File: src/rtl/imm_scan_ctrl.sv
// imm_scan_ctrl: raster-order sequencer for the image masking datapath.
//
// For every pixel (i = column, j = row) it reads the frame buffer, hands the
// pixel and its coordinates to the masking unit with a one-cycle Tx strobe,
// and writes the masking result to the VGA buffer, waiting on vga_wr_rdy.
// Per pixel the FSM walks RD -> WAIT -> MASK -> WR (4 cycles minimum, plus
// one cycle for every WR cycle with vga_wr_rdy low).
//
// Build option IMM_WINDOW_ONLY_EN: scan only the MASK_W x MASK_H window at
// the latched offsets, clipped to the frame. A window starting outside the
// frame finishes at once (DONE right after the accepted start).
// Without it the whole frame is scanned and MASK_W/MASK_H only take part in
// the configuration sanity check.
//
// Ports
//   clk, rst_n             clock, asynchronous active-low reset
//   start, abort           frame request (ignored while busy), frame cancel
//   i_off_in, j_off_in     mask offsets, latched on an accepted start
//   fb_rd_en, fb_addr      frame-buffer read strobe and address (j*IMG_W+i)
//   fb_rd_data             read data, valid the cycle after fb_rd_en
//   m_pixel, m_i_p, m_j_p  pixel and coordinates to the masking unit
//   m_i_off, m_j_off       latched offsets to the masking unit
//   m_tx, m_result         masking strobe, result valid the cycle after m_tx
//   vga_wr_en, vga_addr,   VGA buffer write request, address, data
//   vga_wr_data
//   vga_wr_rdy             write accepted when vga_wr_en && vga_wr_rdy
//   busy, done             frame in progress, end-of-frame pulse
module imm_scan_ctrl #(
   parameter int IMG_W  = 320,
   parameter int IMG_H  = 240,
   parameter int MASK_W = 64,
   parameter int MASK_H = 64
) (
   input  logic        clk,
   input  logic        rst_n,
   input  logic        start,
   input  logic        abort,
   input  logic [8:0]  i_off_in,
   input  logic [7:0]  j_off_in,
   output logic        fb_rd_en,
   output logic [16:0] fb_addr,
   input  logic [11:0] fb_rd_data,
   output logic [11:0] m_pixel,
   output logic [8:0]  m_i_p,
   output logic [7:0]  m_j_p,
   output logic [8:0]  m_i_off,
   output logic [7:0]  m_j_off,
   output logic        m_tx,
   input  logic [11:0] m_result,
   output logic        vga_wr_en,
   output logic [16:0] vga_addr,
   output logic [11:0] vga_wr_data,
   input  logic        vga_wr_rdy,
   output logic        busy,
   output logic        done
);

   typedef enum logic [2:0] {S_IDLE, S_RD, S_WAIT, S_MASK, S_WR, S_DONE} state_t;

   // An instance whose geometry does not fit the 9/8-bit coordinates or the
   // 17-bit address finishes every frame without touching either buffer.
   localparam bit CFG_OK = (IMG_W > 0) && (IMG_W <= 512) && (IMG_H > 0) && (IMG_H <= 256) &&
                           (IMG_W * IMG_H <= 131072) && (MASK_W > 0) && (MASK_H > 0);

   state_t      st_q, st_d;
   logic [8:0]  i_q, i_d, ioff_q, ioff_d;
   logic [7:0]  j_q, j_d, joff_q, joff_d;
   logic [11:0] pix_q, pix_d, res_q, res_d;
   logic        first_q, first_d;

   logic [8:0]  i_lo, i_hi, i_start;
   logic [7:0]  j_lo, j_hi, j_start;
   logic        empty;
   logic [16:0] addr;

`ifdef IMM_WINDOW_ONLY_EN
   logic [9:0] i_end;
   logic [8:0] j_end;
   // Window bounds follow the latched offsets; only the start decision looks
   // at the live offset inputs.
   assign i_end   = 10'(ioff_q) + 10'(MASK_W - 1);
   assign j_end   = 9'(joff_q) + 9'(MASK_H - 1);
   assign i_lo    = ioff_q;
   assign j_lo    = joff_q;
   assign i_hi    = (i_end > 10'(IMG_W - 1)) ? 9'(IMG_W - 1) : i_end[8:0];
   assign j_hi    = (j_end > 9'(IMG_H - 1)) ? 8'(IMG_H - 1) : j_end[7:0];
   assign i_start = i_off_in;
   assign j_start = j_off_in;
   assign empty   = !CFG_OK || ({1'b0, i_off_in} >= 10'(IMG_W)) || ({1'b0, j_off_in} >= 9'(IMG_H));
`else
   assign i_lo    = '0;
   assign j_lo    = '0;
   assign i_hi    = 9'(IMG_W - 1);
   assign j_hi    = 8'(IMG_H - 1);
   assign i_start = '0;
   assign j_start = '0;
   assign empty   = !CFG_OK;
`endif

   assign addr = 17'(j_q) * 17'(IMG_W) + 17'(i_q);

   always_ff @(posedge clk or negedge rst_n) begin
      if (!rst_n) begin
         st_q    <= S_IDLE;
         i_q     <= '0;
         j_q     <= '0;
         ioff_q  <= '0;
         joff_q  <= '0;
         pix_q   <= '0;
         res_q   <= '0;
         first_q <= 1'b0;
      end else begin
         st_q    <= st_d;
         i_q     <= i_d;
         j_q     <= j_d;
         ioff_q  <= ioff_d;
         joff_q  <= joff_d;
         pix_q   <= pix_d;
         res_q   <= res_d;
         first_q <= first_d;
      end
   end

   always_comb begin
      st_d    = st_q;
      i_d     = i_q;
      j_d     = j_q;
      ioff_d  = ioff_q;
      joff_d  = joff_q;
      pix_d   = pix_q;
      res_d   = res_q;
      first_d = first_q;
      case (st_q)
         S_IDLE: begin
            if (start && !abort) begin
               ioff_d = i_off_in;
               joff_d = j_off_in;
               i_d    = i_start;
               j_d    = j_start;
               st_d   = empty ? S_DONE : S_RD;
            end
         end
         S_RD:   st_d = S_WAIT;
         S_WAIT: begin
            pix_d = fb_rd_data;
            st_d  = S_MASK;
         end
         S_MASK: begin
            first_d = 1'b1;
            st_d    = S_WR;
         end
         S_WR: begin
            // m_result is only valid in the first WR cycle; keep it for stalls.
            first_d = 1'b0;
            if (first_q) res_d = m_result;
            if (vga_wr_rdy) begin
               if (i_q == i_hi && j_q == j_hi) begin
                  i_d  = '0;
                  j_d  = '0;
                  st_d = S_DONE;
               end else begin
                  i_d  = (i_q == i_hi) ? i_lo : i_q + 9'd1;
                  j_d  = (i_q == i_hi) ? j_q + 8'd1 : j_q;
                  st_d = S_RD;
               end
            end
         end
         S_DONE:  st_d = S_IDLE;
         default: st_d = S_IDLE;
      endcase
      if (abort) begin
         st_d    = S_IDLE;
         i_d     = '0;
         j_d     = '0;
         first_d = 1'b0;
      end
   end

   assign fb_rd_en    = (st_q == S_RD);
   assign fb_addr     = addr;
   assign m_pixel     = pix_q;
   assign m_i_p       = i_q;
   assign m_j_p       = j_q;
   assign m_i_off     = ioff_q;
   assign m_j_off     = joff_q;
   assign m_tx        = (st_q == S_MASK);
   assign vga_wr_en   = (st_q == S_WR);
   assign vga_addr    = addr;
   assign vga_wr_data = (st_q == S_WR && first_q) ? m_result : res_q;
   assign busy        = (st_q != S_IDLE);
   assign done        = (st_q == S_DONE);

endmodule

File: config.mk
export PLATFORM = sky130hd
export DESIGN_NAME = imm_scan_ctrl
export DESIGN_NICKNAME = d
export VERILOG_FILES = /design/src/rtl/imm_scan_ctrl.sv
export SDC_FILE = /design/constraint.sdc
export NUM_CORES = 1
export LEC_CHECK = 0
export ABC_AREA = 0
export CAP_MARGIN = 30
export CORE_UTILIZATION = 47
export CTS_CLUSTER_DIAMETER = 100
export CTS_CLUSTER_SIZE = 14
export DETAILED_ROUTE_END_ITERATION = 12
export GPL_ROUTABILITY_DRIVEN = 0
export HOLD_SLACK_MARGIN = 0.1
export PLACE_DENSITY = 0.87
export SYNTH_ARGS = -nofsm -noshare
export SYNTH_HDL_FRONTEND = slang
export SYNTH_SLANG_ARGS = --single-unit
File: constraint.sdc
create_clock -name clk -period 6 [get_ports clk]
set_input_delay 1.2 -clock clk [delete_from_list [all_inputs] [get_ports clk]]
set_output_delay 1.2 -clock clk [all_outputs]
set_load 0.005 [all_outputs]
==> out/metrics.csv <==
stage;metric;value;unit
status;outcome;complete, no violations;
clocking;CTS tree;yes;
power_and_ir_drop;clock group share of total power;28.7;%
floorplanning;Starting Density;48.4;%
drt;final antenna-violating net count;0;
job;max-cap viol count;0;
clocking;hold_buf cts;0;
layout;Final nets;497;
worst_setup_path;Critical Path Sink Type;output pin;
timing;Max Freq;203;MHz
drt;final wirelength;8060;um
hold_path;HP Class;reg2reg;
clocking;clk sinks;62;
yosys;Mapped Cells;310;
yosys;Synth cell types;50;
floorplanning;Die X;88.2;um
drt;Initial DRC Count;117;
power_and_ir_drop;Switching Fraction;25.3;%
yosys;Primary FF master, synth;dfrtp_1;
timing;Slew Limit Headroom;47.0;%
timing;final hold violations;0;
worst_setup_path;Reg2Reg Setup Slack;3.86;ns
hold_path;Worst Hold Endpoint;res_q[5];
place;Port Buffer Count;142;
timing;Final setup violation count;0;
grt;grt met1 use;25.8;%
layout;# fillers;532;
yosys;Seq cells post-synth;62;
grt;first-pass GRT wire length;13000;um
drt;via count;2788;
hold_path;Hold Path Origin;res_q[5];
yosys;Yosys warning count;0;
yosys;Synth area leaders;dfrtp_1, mux2_2, ha_1, buf_4, xnor2_1;
power_and_ir_drop;pwr dens;247;nW/um^2
grt;met2 track demand over resource;36.2;%
power_and_ir_drop;P_int;923;uW
grt;vias in the first global route;2728;
grt;met3 GRT Util;9.33;%
place;HPWL Detailed;5970;um
floorplanning;row count;31;
drt;DR WL/cell;15.0;um
power_and_ir_drop;Net Switching;313;uW
worst_setup_path;crit path cell chain;ha_1 -> ha_1 -> fa_1 -> a211oi_1 -> nor2_1 -> o311ai_0 -> nand4_1 -> nand3_1 -> clkdlybuf4s50_1;
hold_path;Hold Path Depth;1;
worst_setup_path;reg2reg end;m_j_off[7];
clocking;H-Tree Depth;3;
clocking;post-CTS sizing;0;
layout;Register Area;1550;um^2
place;placed insts;520;
timing;pins over their slew limit;0;
grt;largest net degree at the start of global routing;63;
yosys;sequential fraction of the synthesis area;44.4;%
worst_setup_path;CP max FO;6;
layout;layout cell share with drive strength beyond 1;16.5;%
power_and_ir_drop;Lkg Pwr;0.00218;uW
drt;Vias per Instance;5.20;
worst_setup_path;Critical Setup Path Class;reg2out;
timing;Min Clock Period, post-route;4.91;ns
clocking;CTS root buffer;clkbuf_8;
timing;period utilization;81.9;%
worst_setup_path;start of the worst register-to-register path;st_q[0];
worst_setup_path;CP required;4.80;ns
yosys;Async S/R FF share, synth;100;%
clocking;Num CTS Buffers;9;
clocking;clock buffer depth;2;
yosys;Mapped Nets;375;
yosys;Post-Syn Area;3490;um^2
yosys;Synth area leader;dfrtp_1;
floorplanning;Die Area;7780;um^2
worst_setup_path;CP max-delay cell;o311ai_0;
worst_setup_path;r2r worst-path depth;3;
drt;drt drc;0;
yosys;count leader, synth;dfrtp_1;
clocking;clk_lat worst skew;0.35;ns
timing;RSZ-0062 raised after global routing;no;
layout;area of the multi-input gates;1680;um^2
floorplanning;Die Y;88.2;um
yosys;Yosys top cell area share;44.4;%
grt;grt ovf;0;
yosys;top post-synthesis cells by count;dfrtp_1, mux2_2, buf_4, nor2_1, ha_1;
clocking;Worst-path clk slew;0.08;ns
timing;Setup Skew;0.0151;ns
drt;First-pass DRT Iterations;4;
power_and_ir_drop;peak supply drop;0.222;mV
grt;Total GRT Usage;22.1;%
timing;Worst Tran Pin Value;0.792;ns
worst_setup_path;CP dominant cell by count;ha_1;
worst_setup_path;Startpoint Class;flip-flop;
timing;final hold slack;0.496;ns
floorplanning;Boundary Pins;143;
worst_setup_path;Arr. time, crit path;3.71;ns
power_and_ir_drop;Combinational Power Share;27.3;%
timing;setup_tns;0;ns
layout;number of antenna repair diodes;0;
yosys;syn_area_per_cell;11.3;um^2
grt;busiest grt layer;met2;
clocking;setup bufs post-CTS;0;
power_and_ir_drop;Sequential Power Share;44.0;%
worst_setup_path;slowest stage delay, CP;0.56;ns
grt;initial antenna violation count;0;
floorplanning;core area;7210;um^2
layout;Non-Filler Instances;536;
layout;Area Growth Syn to Fin;43.3;%
yosys;Post-synth EDFFs;0;
## per-layer routing
metal | vias up | wire, um | share of wire [%]
li1 | 1320 | - | -
met1 | 1347 | 3290 | 41
met2 | 114 | 3850 | 48
met3 | 7 | 824 | 10
met4 | 0 | 99 | 1.2
met5 | - | 0 | 0
## layout by cell type (no fill, tap or decap), types with 9 or more instances in the layout
| cell type | n |
|---|---|
| nand2_1 | 16 |
| clkbuf_8 | 9 |
| clkdlybuf4s50_1 | 141 |
| nand3_1 | 13 |
| mux2_2 | 42 |
| nor2_1 | 23 |
| ha_1 | 17 |
| xnor2_1 | 10 |
| dfrtp_1 | 62 |
## metrics by stage
step	utilization (%)	setup WS, ns	cell area [um^2]	total power, uW
floorplan	-	2.16	3490	662
global placement	66.7	1.65	4810	877
detailed placement	66.7	1.44	4810	888
CTS	69.3	1.05	5000	1250
global route	69.3	0.828	5000	1300
finish	69.3	1.09	5000	1240
## flip-flops by register name, indices dropped and copies added (netlist names)
| name | cells |
|---|---|
| m_pixel | 12 |
| m_i_p | 9 |
| m_j_off | 8 |
| res_q | 12 |
| st_q | 3 |
| m_i_off | 9 |
| first_q | 1 |
| m_j_p | 8 |
## area by class of cell
type / count / area share, %
tap: 99 / 2.48
timing repair buffer: 144 / 28.6
clock inverter: 6 / 1.25
multi-input combinational: 209 / 33.6
sequential: 62 / 31.0
clock buffer: 10 / 2.55
inverter: 6 / 0.450
## cell families (layout without fill, tap and decap cells)
logic type               Yosys count  count (layout)  synth area share [%]
AO/OA/AOI/OAI                     38              38                  8.35
XOR/XNOR                          18              18                  4.52
adder cells (fa/ha/maj)           19              19                  7.24
buffers and inverters             39             166                  7.38
flip-flops                        62              62                  44.4
multiplexers                      42              42                  13.5
AND/OR/NAND/NOR                   92              92                  14.5
## power groups by stage
stage	registers [uW]	logic (uW)	clock network [uW]
global placement	545	332	0
global route	557	363	380
detailed placement	550	338	0
CTS	544	342	364
finish	544	337	355
floorplan	550	112	0
## critical path: cells and delay by family (launching register included)
kind            cells  cell delay, ns
compound gates      2            1.01
buf+inv             1            0.51
flops               1            0.46
simple gates        3            0.43
fa+ha+maj           3            0.97
## how the worst max path moves through the flow
stage,startpoint,to,slack [ns],cells past startpoint
after floorplan,m_j_p[1],vga_addr[16],2.16,9
after global placement,m_j_p[1],fb_addr[16],1.65,9
after detailed placement,m_j_p[1],fb_addr[16],1.44,9
after CTS,m_j_p[1],fb_addr[16],1.05,9
after global routing,m_j_p[1],fb_addr[16],0.83,9
final,m_j_p[1],fb_addr[16],1.09,9
(Power assumes the default switching activity.)
==> edit 1, RTL diff (same flow settings) <==
The option `IMM_WINDOW_ONLY_EN` is turned on by a define.
--- a/src/rtl/imm_scan_ctrl.sv
+++ b/src/rtl/imm_scan_ctrl.sv
@@ -27,2 +27,4 @@
 //   busy, done             frame in progress, end-of-frame pulse
+`define IMM_WINDOW_ONLY_EN
+
 module imm_scan_ctrl #(
Function: changed (a bounded check fails within 4 cycles, from zero or initial values and one cycle with rst_n low).
==> edit 1 against the unedited design <==
- combinational power increased to 3.5 times the old value
- sequential power increased by 32%
- total power up 88%
- final area rose by 23%
- routed wire length grew 67%
- synthesized area increased by 32%
- setup slack lost 0.015 ns
- sequential cell count unchanged
- maximum frequency decreased by 0.31%
- clock power rose by 21%
- critical path type unchanged
- largest cell class unchanged
==> edit 1: results (changes against the unedited design) <==
* Top post-synthesis cells by count: 65 x nand2_1, 62 x dfrtp_1, 28 x o21ai_0
* Multi-input gate area at 2670 um^2 (+59%)
* FF-to-FF Start: m_i_off[3]
* CP peak stage delay at 0.51 ns (-0.05 ns)
* ClkCell Share at 0.0374 (-0.000600)
* Inverters excl. clock at 26 (+20)
* Syn_area_per_cell at 8.86 um^2 (-21%)
* DIE AREA at 10200 um^2 (+31%)
* Placed Instances at 744 (+43%)
* Wire per inst at 17.7 um (+18%)
* Seq/Total Area, Yosys at 0.337 (-0.108)
* Worst-path fanout max at 10 (+4)
* Slew @ Worst Pin at 0.882 ns (+0.0896 ns)
* Library cells used by synthesis at 66 (+32%)
* Syn_nets at 587 (+57%)
* DR iter-0 viols at 365 (+210%)
* Filler-free cell count of the finished design at 760 (+42%)
* Layout cells sized above 1 at 0.0919 (-0.0728)
* Min-Delay Endpoint: res_q[0]
* Final #Nets at 693 (+39%)
* Setup slack, reg-to-reg at 1.70 ns (-2.16 ns)
* DR pass1 iterations at 5 (+1)
* Mux contribution to synthesized area at 0.0785 (-0.0570)
* Multi-input gates at 382 (+83%)
* Buffering overhead at 0.235 (-0.0517)
* Worst r2r path cells at 9 (+6)
* WHS at 0.507 ns (+0.0110 ns)
* Layout area overhead at 33.5%
* Status: finished, final reports clean
* Clock Skew at 0.00947 ns (-0.00566 ns)
* Layout fillers at 762 (+43%)
* HP Start: res_q[0]
* GRT Total Usage at 0.266 (+0.0446)
* Number of non-clock buffers at 145 (+0.69%)
* Synth top area cells: dfrtp_1 34%, mux2_2 6.1%, nand2_1 5.3%, ha_1 5.2%, xnor2_1 3.8%
* Pre-CTS WS at 1.44 ns (-0.00148 ns)
* Crit path from: m_j_p[3]
* Delay-heaviest family, CP: simple AND/OR/NAND/NOR gates
* P_leak at 2.62 nW (+20%)
* Slowest cell on crit path: dfrtp_1
* DP HPWL at 9.90 mm (+66%)
* Post-placement cell area at 5920 um^2 (+23%)
* Clock-net power at 0.000428 W (+21%)
* First-pass GRT wire length at 21.3 mm (+64%)
* Crit Reg-Reg Endpoint: m_j_p[5]
* Post-Synth XOR/XNOR Area at 0.0570 (+0.0119)
* Seq power at 0.000719 W (+32%)
* Crit share post-route at 0.822 (+0.00251)
edit 1: cell types whose count changed after synthesis, moves of 8 or more:
cell,change
mux2i_1,+8
clkbuf_1,+18
o21ai_0,+20
nand2b_1,+8
mux2_2,-17
xnor2_1,+10
a21oi_1,+17
inv_1,+20
nand2_1,+49
edit 1: worst register-to-register path: cells and delay by family, from the launching register on:
family             cells  cell delay [ns]
AOI/OAI and AO/OA      5             2.00
DFF                    1             0.53
muxes                  1             0.17
and+or+nand+nor        3             1.51
edit 1: metal layers:
layer,wire length [um],track usage,up-vias,share of wire
met4,333,0.119,0,0.025
met2,6860,0.457,194,0.51
met5,0,0,-,0
li1,-,-,2051,-
met3,953,0.0416,36,0.071
met1,5300,0.328,2160,0.39
